`config.mk`:
```
export PLATFORM = sky130hd
export DESIGN_NAME = seven_seg_mux
export DESIGN_NICKNAME = d
export VERILOG_FILES = /design/src/rtl/seven_seg_pkg.sv /design/src/rtl/seg_decode.sv /design/src/rtl/seven_seg_mux.sv
export SDC_FILE = /design/constraint.sdc
export NUM_CORES = 1
export LEC_CHECK = 0
export ABC_AREA = 1
export CORE_MARGIN = 2
export CORE_UTILIZATION = 55
export CTS_CLUSTER_SIZE = 14
export DETAILED_ROUTE_END_ITERATION = 6
export GPL_TIMING_DRIVEN = 0
export PLACE_DENSITY_LB_ADDON = 0.3
export SYNTH_ARGS = -nofsm -noshare
export SYNTH_HDL_FRONTEND = slang
export SYNTH_SLANG_ARGS = --single-unit
```
`constraint.sdc`:
```
create_clock -name clk -period 2.2 [get_ports clk]
set_input_delay 0.55 -clock clk [delete_from_list [all_inputs] [get_ports clk]]
set_output_delay 0.55 -clock clk [all_outputs]
set_load 0.03 [all_outputs]
```
`src/rtl/seven_seg_pkg.sv`:
```
// Shared definitions for the multiplexed seven-segment display driver.
// Contents:
//   - legal parameter ranges for seven_seg_mux
//   - SEG_OFF, the all-dark active-low segment pattern
//   - SEG_TABLE, the 16-entry hex glyph table (bit 0 = segment a ... bit 6 = g,
//     active-low)
//   - slot_state_t, the per-slot GUARD/DRIVE phase
//   - hex_to_seg(), a table lookup helper
package seven_seg_pkg;

  localparam int MIN_DIGITS      = 1;
  localparam int MAX_DIGITS      = 8;
  localparam int MIN_REFRESH_CYC = 4;
  localparam int MIN_GUARD_CYC   = 1;

  localparam logic [6:0] SEG_OFF = 7'h7F;

  // Listed from index 15 (F) down to index 0 (0).
  localparam logic [15:0][6:0] SEG_TABLE = {
    7'h0E, 7'h06, 7'h21, 7'h46, 7'h03, 7'h08, 7'h10, 7'h00,
    7'h78, 7'h02, 7'h12, 7'h19, 7'h30, 7'h24, 7'h79, 7'h40
  };

  typedef enum logic {
    ST_GUARD,
    ST_DRIVE
  } slot_state_t;

  function automatic logic [6:0] hex_to_seg(input logic [3:0] nib);
    return SEG_TABLE[nib];
  endfunction

endpackage

```
`src/rtl/seg_decode.sv`:
```
// Combinational hex-to-seven-segment decoder, usable on its own.
// Ports:
//   nibble  in  4  hex value to display
//   blank   in  1  1 = force all segments dark
//   seg     out 7  segments a..g in [0]..[6], active-low
module seg_decode
  import seven_seg_pkg::*;
(
  input  logic [3:0] nibble,
  input  logic       blank,
  output logic [6:0] seg
);

  always_comb begin
    seg = SEG_OFF;
    if (!blank) begin
      seg = hex_to_seg(nibble);
    end
  end

endmodule

```
`src/rtl/seven_seg_mux.sv`:
```
// Time-multiplexed driver for a common-anode style seven-segment display.
// Each digit owns a slot of REFRESH_CYC clocks; the first GUARD_CYC clocks of
// every slot keep all digits dark so the previous digit cannot ghost onto the
// next one. Inputs are captured into shadow registers on load, and a slot
// latches its digit's shadow values once at slot start so a digit never tears.
// Optional feature: define SEVEN_SEG_LZS_EN to blank leading-zero digits.
// Parameters:
//   NUM_DIGITS   1..8, number of digits
//   REFRESH_CYC  >= 4, clocks per digit slot
//   GUARD_CYC    1..REFRESH_CYC-2, dark clocks at the start of each slot
// Ports:
//   clk    in  1             system clock, rising edge
//   rst    in  1             asynchronous active-high reset
//   data   in  4*NUM_DIGITS  hex nibbles, digit 0 in [3:0]
//   dp_in  in  NUM_DIGITS    per-digit decimal point, 1 = lit
//   blank  in  NUM_DIGITS    per-digit blank, 1 = dark
//   load   in  1             capture data/dp_in/blank into shadow registers
//   seg    out 7             segments a..g, active-low, registered
//   dp     out 1             decimal point, active-low, registered
//   an     out NUM_DIGITS    digit enables, active-low, registered
//   frame  out 1             one-cycle pulse per completed scan, registered
module seven_seg_mux
  import seven_seg_pkg::*;
#(
  parameter int NUM_DIGITS  = 4,
  parameter int REFRESH_CYC = 50000,
  parameter int GUARD_CYC   = 2
) (
  input  logic                    clk,
  input  logic                    rst,
  input  logic [4*NUM_DIGITS-1:0] data,
  input  logic [NUM_DIGITS-1:0]   dp_in,
  input  logic [NUM_DIGITS-1:0]   blank,
  input  logic                    load,
  output logic [6:0]              seg,
  output logic                    dp,
  output logic [NUM_DIGITS-1:0]   an,
  output logic                    frame
);

  localparam int CNT_W = $clog2(REFRESH_CYC);
  localparam int IDX_W = (NUM_DIGITS > 1) ? $clog2(NUM_DIGITS) : 1;
  localparam logic [CNT_W-1:0] CNT_LAST   = CNT_W'(REFRESH_CYC - 1);
  localparam logic [CNT_W-1:0] GUARD_LAST = CNT_W'(GUARD_CYC - 1);
  localparam logic [IDX_W-1:0] IDX_LAST   = IDX_W'(NUM_DIGITS - 1);

  logic [4*NUM_DIGITS-1:0] data_sh;
  logic [NUM_DIGITS-1:0]   dp_sh;
  logic [NUM_DIGITS-1:0]   blank_sh;

  logic [3:0] slot_nib;
  logic       slot_dp;
  logic       slot_blank;

  logic [CNT_W-1:0] cnt;
  logic [IDX_W-1:0] idx;
  logic [IDX_W-1:0] idx_next;
  logic             wrap;

  logic [3:0] copy_nib;
  logic       copy_dp;
  logic       copy_blank;
  logic [NUM_DIGITS-1:0] lz_mask;

  slot_state_t state;
  slot_state_t state_next;

  logic [6:0]            dec_seg;
  logic [6:0]            seg_d;
  logic                  dp_d;
  logic [NUM_DIGITS-1:0] an_d;
  logic                  frame_d;

  assign wrap = (cnt == CNT_LAST);

  // Digit that the next slot will show.
  always_comb begin
    idx_next = idx + IDX_W'(1);
    if (idx == IDX_LAST) begin
      idx_next = '0;
    end
  end

`ifdef SEVEN_SEG_LZS_EN
  // Walk down from the top digit; everything zero with no dp is suppressed
  // until the first significant digit. Digit 0 is never suppressed.
  always_comb begin
    logic leading;
    lz_mask = '0;
    leading = 1'b1;
    for (int k = NUM_DIGITS - 1; k >= 1; k--) begin
      if (leading && (data_sh[4*k +: 4] == 4'h0) && !dp_sh[k]) begin
        lz_mask[k] = 1'b1;
      end else begin
        leading = 1'b0;
      end
    end
  end
`else
  assign lz_mask = '0;
`endif

  // Shadow values for the digit about to take the display.
  always_comb begin
    copy_nib   = 4'h0;
    copy_dp    = 1'b0;
    copy_blank = 1'b1;
    for (int k = 0; k < NUM_DIGITS; k++) begin
      if (idx_next == IDX_W'(k)) begin
        copy_nib   = data_sh[4*k +: 4];
        copy_dp    = dp_sh[k];
        copy_blank = blank_sh[k] | lz_mask[k];
      end
    end
  end

  // Shadow registers; the slot copy below reads their pre-load values, so a
  // load coinciding with slot start only takes effect in a later slot.
  always_ff @(posedge clk or posedge rst) begin
    if (rst) begin
      data_sh  <= '0;
      dp_sh    <= '0;
      blank_sh <= '1;
    end else if (load) begin
      data_sh  <= data;
      dp_sh    <= dp_in;
      blank_sh <= blank;
    end
  end

  // Slot timing and the once-per-slot digit capture.
  always_ff @(posedge clk or posedge rst) begin
    if (rst) begin
      cnt        <= '0;
      idx        <= '0;
      slot_nib   <= 4'h0;
      slot_dp    <= 1'b0;
      slot_blank <= 1'b0;
    end else if (wrap) begin
      cnt        <= '0;
      idx        <= idx_next;
      slot_nib   <= copy_nib;
      slot_dp    <= copy_dp;
      slot_blank <= copy_blank;
    end else begin
      cnt <= cnt + CNT_W'(1);
    end
  end

  seg_decode u_seg_decode (
    .nibble (slot_nib),
    .blank  (slot_blank),
    .seg    (dec_seg)
  );

  always_ff @(posedge clk or posedge rst) begin
    if (rst) begin
      state <= ST_GUARD;
    end else begin
      state <= state_next;
    end
  end

  // Phase tracking plus the output values for the current cnt/idx; the
  // registers below present them one clock later.
  always_comb begin
    state_next = state;
    if (wrap) begin
      state_next = ST_GUARD;
    end else if (cnt == GUARD_LAST) begin
      state_next = ST_DRIVE;
    end

    seg_d   = SEG_OFF;
    dp_d    = 1'b1;
    an_d    = '1;
    frame_d = wrap && (idx == IDX_LAST);

    if ((state == ST_DRIVE) && !slot_blank) begin
      seg_d = dec_seg;
      dp_d  = ~slot_dp;
      for (int k = 0; k < NUM_DIGITS; k++) begin
        if (idx == IDX_W'(k)) begin
          an_d[k] = 1'b0;
        end
      end
    end
  end

  always_ff @(posedge clk or posedge rst) begin
    if (rst) begin
      seg   <= SEG_OFF;
      dp    <= 1'b1;
      an    <= '1;
      frame <= 1'b0;
    end else begin
      seg   <= seg_d;
      dp    <= dp_d;
      an    <= an_d;
      frame <= frame_d;
    end
  end

endmodule

```
Word-level counts from Yosys, hierarchy flattened
Memories as Yosys holds them, arrays and structs flattened.
Cells that the tools add are included.
{ "op_classes": {"add_sub_neg": 2, "order_cmp": 1, "n_eq_ne": 8, "muxes": 25, "bitwise": 1, "reduce_logical": 6} }
{ "op_table": {"columns": ["operator", "n"], "rows": [
  ["$mux W7", 3],
  ["$mux W4", 5],
  ["$add A16 B1 Y16 const B", 1],
  ["$eq A16 B1 Y1 const B", 1],
  ["$eq A16 B16 Y1 const B", 1],
  ["$mux W16", 1],
  ["$mux W1", 15],
  ["$eq A2 B2 Y1 const B", 4],
  ["$lt A4 B5 Y1 const B", 1],
  ["$eq A2 B1 Y1 const B", 2],
  ["$logic_not A2 Y1", 2],
  ["$add A2 B1 Y2 const B", 1],
  ["$logic_and A1 B1 Y1", 2],
  ["$mux W2", 1],
  ["$reduce_bool A2 Y1", 1],
  ["$logic_not A1 Y1", 1],
  ["$not A1 Y1", 1]
]} }
{ "totals": {"ff_bits": 62, "rom_bits": 112, "input_bits": 27, "output_inout_bits": 13, "elab_cells": 57, "n_memories": 1} }
{ "mem_list": {"columns": ["memory", "depth", "width", "read_ports", "rd_ports_with_merged_regs", "wr", "line_no", "text"], "rows": [
  ["(no name shown)", 16, 7, 1, 0, 0, "seven_seg_pkg.sv:30", "return SEG_TABLE[nib];"]
]} }

Logic depth before layout (Yosys ltp)
{ "depth": {"depth_word": 7, "ltp_mapped": 9} }

By module
From an unflattened synthesis, not the netlist that was laid out.
{ "unflattened": {"hier_cells": 382, "area_unflattened_um2": 3204.3} }
{ "modules_own_cells": {"columns": ["module", "instances", "cells_each", "area_each_um2"], "rows": [
  ["seven_seg_mux", 1, 331, 2911.5],
  ["seg_decode", 1, 51, 292.8]
]} }

Worst setup path after synthesis
Ideal clock, no wire load.
{ "synth_timing": {"path_type": "input-to-reg", "start": "input load", "end": "register data_sh[0]", "arrival_ns": 1.271, "required_time_ns": 2.075, "path_slack_ns": 0.804, "cell_stages": 3, "path_buffers": 2, "path_cell_list": "clkbuf_1 > buf_2 > mux2_2"} }
{ "synth_lines": {"columns": ["element", "line_no", "text"], "rows": [
  ["from (decl)", "seven_seg_mux.sv:34", "input logic load,"],
  ["to (signal assigned)", "seven_seg_mux.sv:125", "data_sh <= data;"],
  ["to (decl)", "seven_seg_mux.sv:47", "logic [4*NUM_DIGITS-1:0] data_sh;"]
]} }
No word-level cell between the ends.

Worst setup path after layout
{ "layout_timing": {"start": "register seg[2]", "end": "output seg[2]"} }
{ "layout_lines": {"columns": ["element", "line_no", "text"], "rows": [
  ["from (decl)", "seven_seg_mux.sv:35", "output logic [6:0] seg,"],
  ["from (signal assigned)", "seven_seg_mux.sv:197", "seg <= seg_d;"]
]} }
No word-level cell between the ends.

==> flow_results.org <==
** Outcome
- The flow ran to the end, and the final reports show no timing, DRC or antenna violations.

** Critical path
- The signal on the critical path passes through clkdlybuf4s50_1.
- CP Max Fanout :: 1
- Slowest-stage cell, CP :: sky130_fd_sc_hd__clkdlybuf4s50_1
- Total buffers and inverters traversed by the critical path :: 1
- Critical path startpoint category :: register
- The worst setup path is captured at an output port.
- Data required time at the worst endpoint :: around 1.7 ns
- Crit-path max cell delay :: 0.66 ns
- In this run the number of cells on the critical path is 1.
- Depth of the most critical reg-to-reg path :: 9
- Critical setup path kind :: register to output port
- Critical path arrival :: 1.51 ns
- On the critical path the largest part of the delay comes from buffers and inverters.

** Yosys
- Post-synthesis share of cell area spent on full adders, half adders and majority gates :: between 6 and 7%
- Combinational family with the most area after synthesis :: simple AND/OR/NAND/NOR gates
- Post-synthesis sequential element count :: 62
- Share of cell area taken by muxes after synthesis :: 5.77%
- In the synthesized netlist, the number of instances is 359.
- The synthesized netlist devotes 5.69% of its cell area to compound gates.
- Each instance of the synthesized netlist takes up on average 8.70 µm².
- Fraction of post-synthesis cell area in the top cell type by area :: a little under two fifths
- The share of the Yosys chip area taken by registers is 50.3%.
- Combined area of all synthesized cells :: ~3100 µm²
- Simple-Gate Fraction of Synth Area :: 23.5%
- Counting every net in the synthesized netlist gives 402.
- The synthesized netlist devotes 1.96% of its cell area to XOR and XNOR gates.
- Synthesis Warnings :: 0
- Number of distinct library cell variants in the gate-level netlist after synthesis :: 24
- Biggest area contributors in the synthesized netlist :: sky130_fd_sc_hd__dfrtp_1 37%, sky130_fd_sc_hd__dfstp_2 13%, sky130_fd_sc_hd__nand2_1 12%
- Cell taking the most area after synthesis :: sky130_fd_sc_hd__dfrtp_1

** CTS
- The clock net in this run drives a total of 62 sinks.
- Post-CTS repair timing setup buffer count :: 0
- Clock-pin slew on the worst setup and hold paths :: 0.07 ns
- Clock tree from TritonCTS :: built
- Resized Gates After CTS :: 0
- Hold-fix buffers at CTS :: 0
- Root cell of the clock tree :: sky130_fd_sc_hd__clkbuf_8
- In this run the deepest clock path goes through 2 buffers.
- The H-tree was split into 3 levels.
- Number of buffers created by CTS :: 9
- The later pin in the worst-skew pair is clocked with a latency of about 0.34 ns.

** Timing
- Slew at the pin with the worst max-slew slack :: 0.596 ns
- Based on the critical path, the design can be clocked at up to slightly below 500 MHz.
- Part of the cycle the worst path needs :: 93.8%
- Final-report hold violation count :: 0
- The clock period could shrink to 2.06 ns.
- Setup violations remaining at the end of the flow were counted as 0.
- Worst relative slew slack :: about three fifths
- Across the routed clock network, the largest skew measured is 0.00856 ns.
- The max-slew violation count is 0.
- Setup repair after global routing left no endpoint under its margin.

** Floorplanning
- Number of I/O pins :: 40
- In this run the standard cell core region covers 5510 µm².
- The die is a little under 80 µm tall.
- Initial standard-cell utilization of the core :: ~57%
- Row generation in the floorplan step produced 27 rows.
- In this run the horizontal extent of the chip is ~80 µm.
- The die covers 6300 µm².

** Pwr
- Sequential cells burn 52.8% of the power.
- In this run the static leakage power is 1.74 nW.
- Dividing total power by cell area gives a power density of 603 nW/µm².
- In this run switching power makes up 22.6% of total power.
- Total Power :: ~2.3 mW
- The share of total power dissipated in combinational logic is around 6.7%.
- Across the VDD grid, the largest voltage drop is 424 µV.
- The clock network is responsible for 40.5% of the overall power.
- Switching power :: 519 µW
- Internal power comes to 1.77 mW.

** Place
- The wire-length estimate of the detail-placed layout is 4390 µm.
- Number of port buffers :: 38
- At the end of routability-driven placement, the weighted congestion stood at 0.844.
- After detailed placement, the design holds a cell count of 470.

** Worst hold path
- Cell depth of the worst min-delay path :: 1
- In this run the worst hold path is classified as register to register.

** Route
- After detailed routing, the total wire length is between 5000 and 6000 µm.
- The count of nets left with antenna violations once routing finished came out at 0.
- DR DRC count :: 0
- The routed layout has 2411 vias.
- Iter 0 DRT Violations :: between 150 and 200
- In the routed layout, each cell is associated on average with a via count of 4.96.
- WL/cell :: 12.0 µm
- The first TritonRoute pass finished after 5 iterations.

** Finish
- Relative to the synthesized area, the layout overhead comes to 21.7%.
- Final net count :: 452
- Total inserted antenna cells :: 0
- Most frequent cells in the layout :: 96 x sky130_fd_sc_hd__nand2_1, 46 x sky130_fd_sc_hd__dfrtp_1, 41 x sky130_fd_sc_hd__inv_1, 38 x sky130_fd_sc_hd__nor2_1, 38 x sky130_fd_sc_hd__clkdlybuf4s50_1
- Most common cell after layout, fill and taps aside :: sky130_fd_sc_hd__nand2_1
- Once layout is complete, the utilization of the core stands at 69.0%.
- The finished layout holds 486 standard cells, fillers aside.
- Cells with a size suffix above 1 make up 15.2% of the layout.

** GRT
- Number of antenna violations at the first check in global routing :: 0
- The total overflow left after global routing is 0.
- Across every metal layer, demand over resource in global routing totals about 21%.
- The first global-routing pass estimated 10400 µm of wire.
- The via count of the first global-routing pass came to 2318.
- Entering global routing, the biggest net connects 36 pins.

** Job
- The tool flagged a number of max-cap violations equal to 0.
[final cells by class]
cell class | instances | area [µm²]
clock buffers | 13 | 169
flip-flops and latches | 62 | 1570
repair buffers | 39 | 400
fillers | 432 | 1710
well taps | 72 | 90.1
inverters | 44 | 165
multi-input cells | 245 | 1350
clock inverters | 3 | 17.5
plain buffers | 8 | 33.8
[through the flow]
stage	area (µm²)	setup WS, ns	setup TNS, ns	hold WS (ns)
after CTS	3800	0.118	0	0.437
after floorplan	3120	0.135	0	0.376
after detailed placement	3610	0.494	0	0.425
after global routing	3800	0.0893	0	0.470
final	3800	0.137	0	0.444
after global placement	3590	-0.837	-43.33	0.409
[Yosys cell counts, drive strengths merged]
library cell and count:
ha 16, o311ai 2, nand2 99, nand4 2, a21oi 11, dfstp 16, clkbuf 5, mux2 16
buf 3, inv 43, o211ai 4, clkinv 1, dfrtp 46, nand3 25, xor2 7, nor2 44
or2 1, nor3 3, o21ai 15
[state kept, by name, summed over array words and instances, names as in the netlist]
register and flops:
an 4, frame 1, blank_sh 4, state 1, seg 7, slot_blank 1
slot_nib 4, dp 1, slot_dp 1, dp_sh 4, cnt 16, idx 2
data_sh 16
[path summary, 6_finish.rpt]
check | from | to | slack (ns)
max in group asynchronous | rst | an[3] | 0.96
hold reg to reg | slot_dp | dp | 0.44
min in group asynchronous | rst | dp_sh[0] | 0.60
setup / recovery | seg[2] | seg[2] | 0.14
setup reg to reg | idx[0] | slot_nib[0] | 0.58
hold / removal | slot_dp | dp | 0.44
[worst register-to-register path, delay by kind of cell, from the launching register on]
family / cells / cell delay (ns)
fa+ha+maj: 1 / 0.33
flops: 1 / 0.44
simple gates: 6 / 0.40
buf+inv: 2 / 0.34
[per-layer routing]
metal / part of all wire [%] / vias to the layer above / GRT usage [%]
li1: - / 1231 / -
met1: 47 / 1097 / 29.4
met2: 47 / 70 / 33.0
met3: 4.9 / 13 / 5.45
met4: 1.6 / 0 / 8.28
met5: 0 / - / 0
[power groups by stage]
| stage | clock network, mW | logic, mW | registers [mW] |
|---|---|---|---|
| 4_1_cts | 0.942 | 0.156 | 1.21 |
| 2_1_floorplan | 0 | 0.0867 | 1.22 |
| 6_report | 0.927 | 0.154 | 1.21 |
| 5_1_grt | 0.997 | 0.173 | 1.21 |
| 3_3_place_gp | 0 | 0.147 | 1.23 |
| 3_5_place_dp | 0 | 0.155 | 1.23 |
[cell families (layout without fill, tap and decap cells)]
family                   Yosys count  after routing
AND/OR/NAND/NOR                  174            174
AO/OA/AOI/OAI                     32             32
flip-flops                        62             62
multiplexers                      16             16
XOR/XNOR                           7              7
adder cells (fa/ha/maj)           16             16
buffers and inverters             52            107
Power figures use the tool's default switching activity.
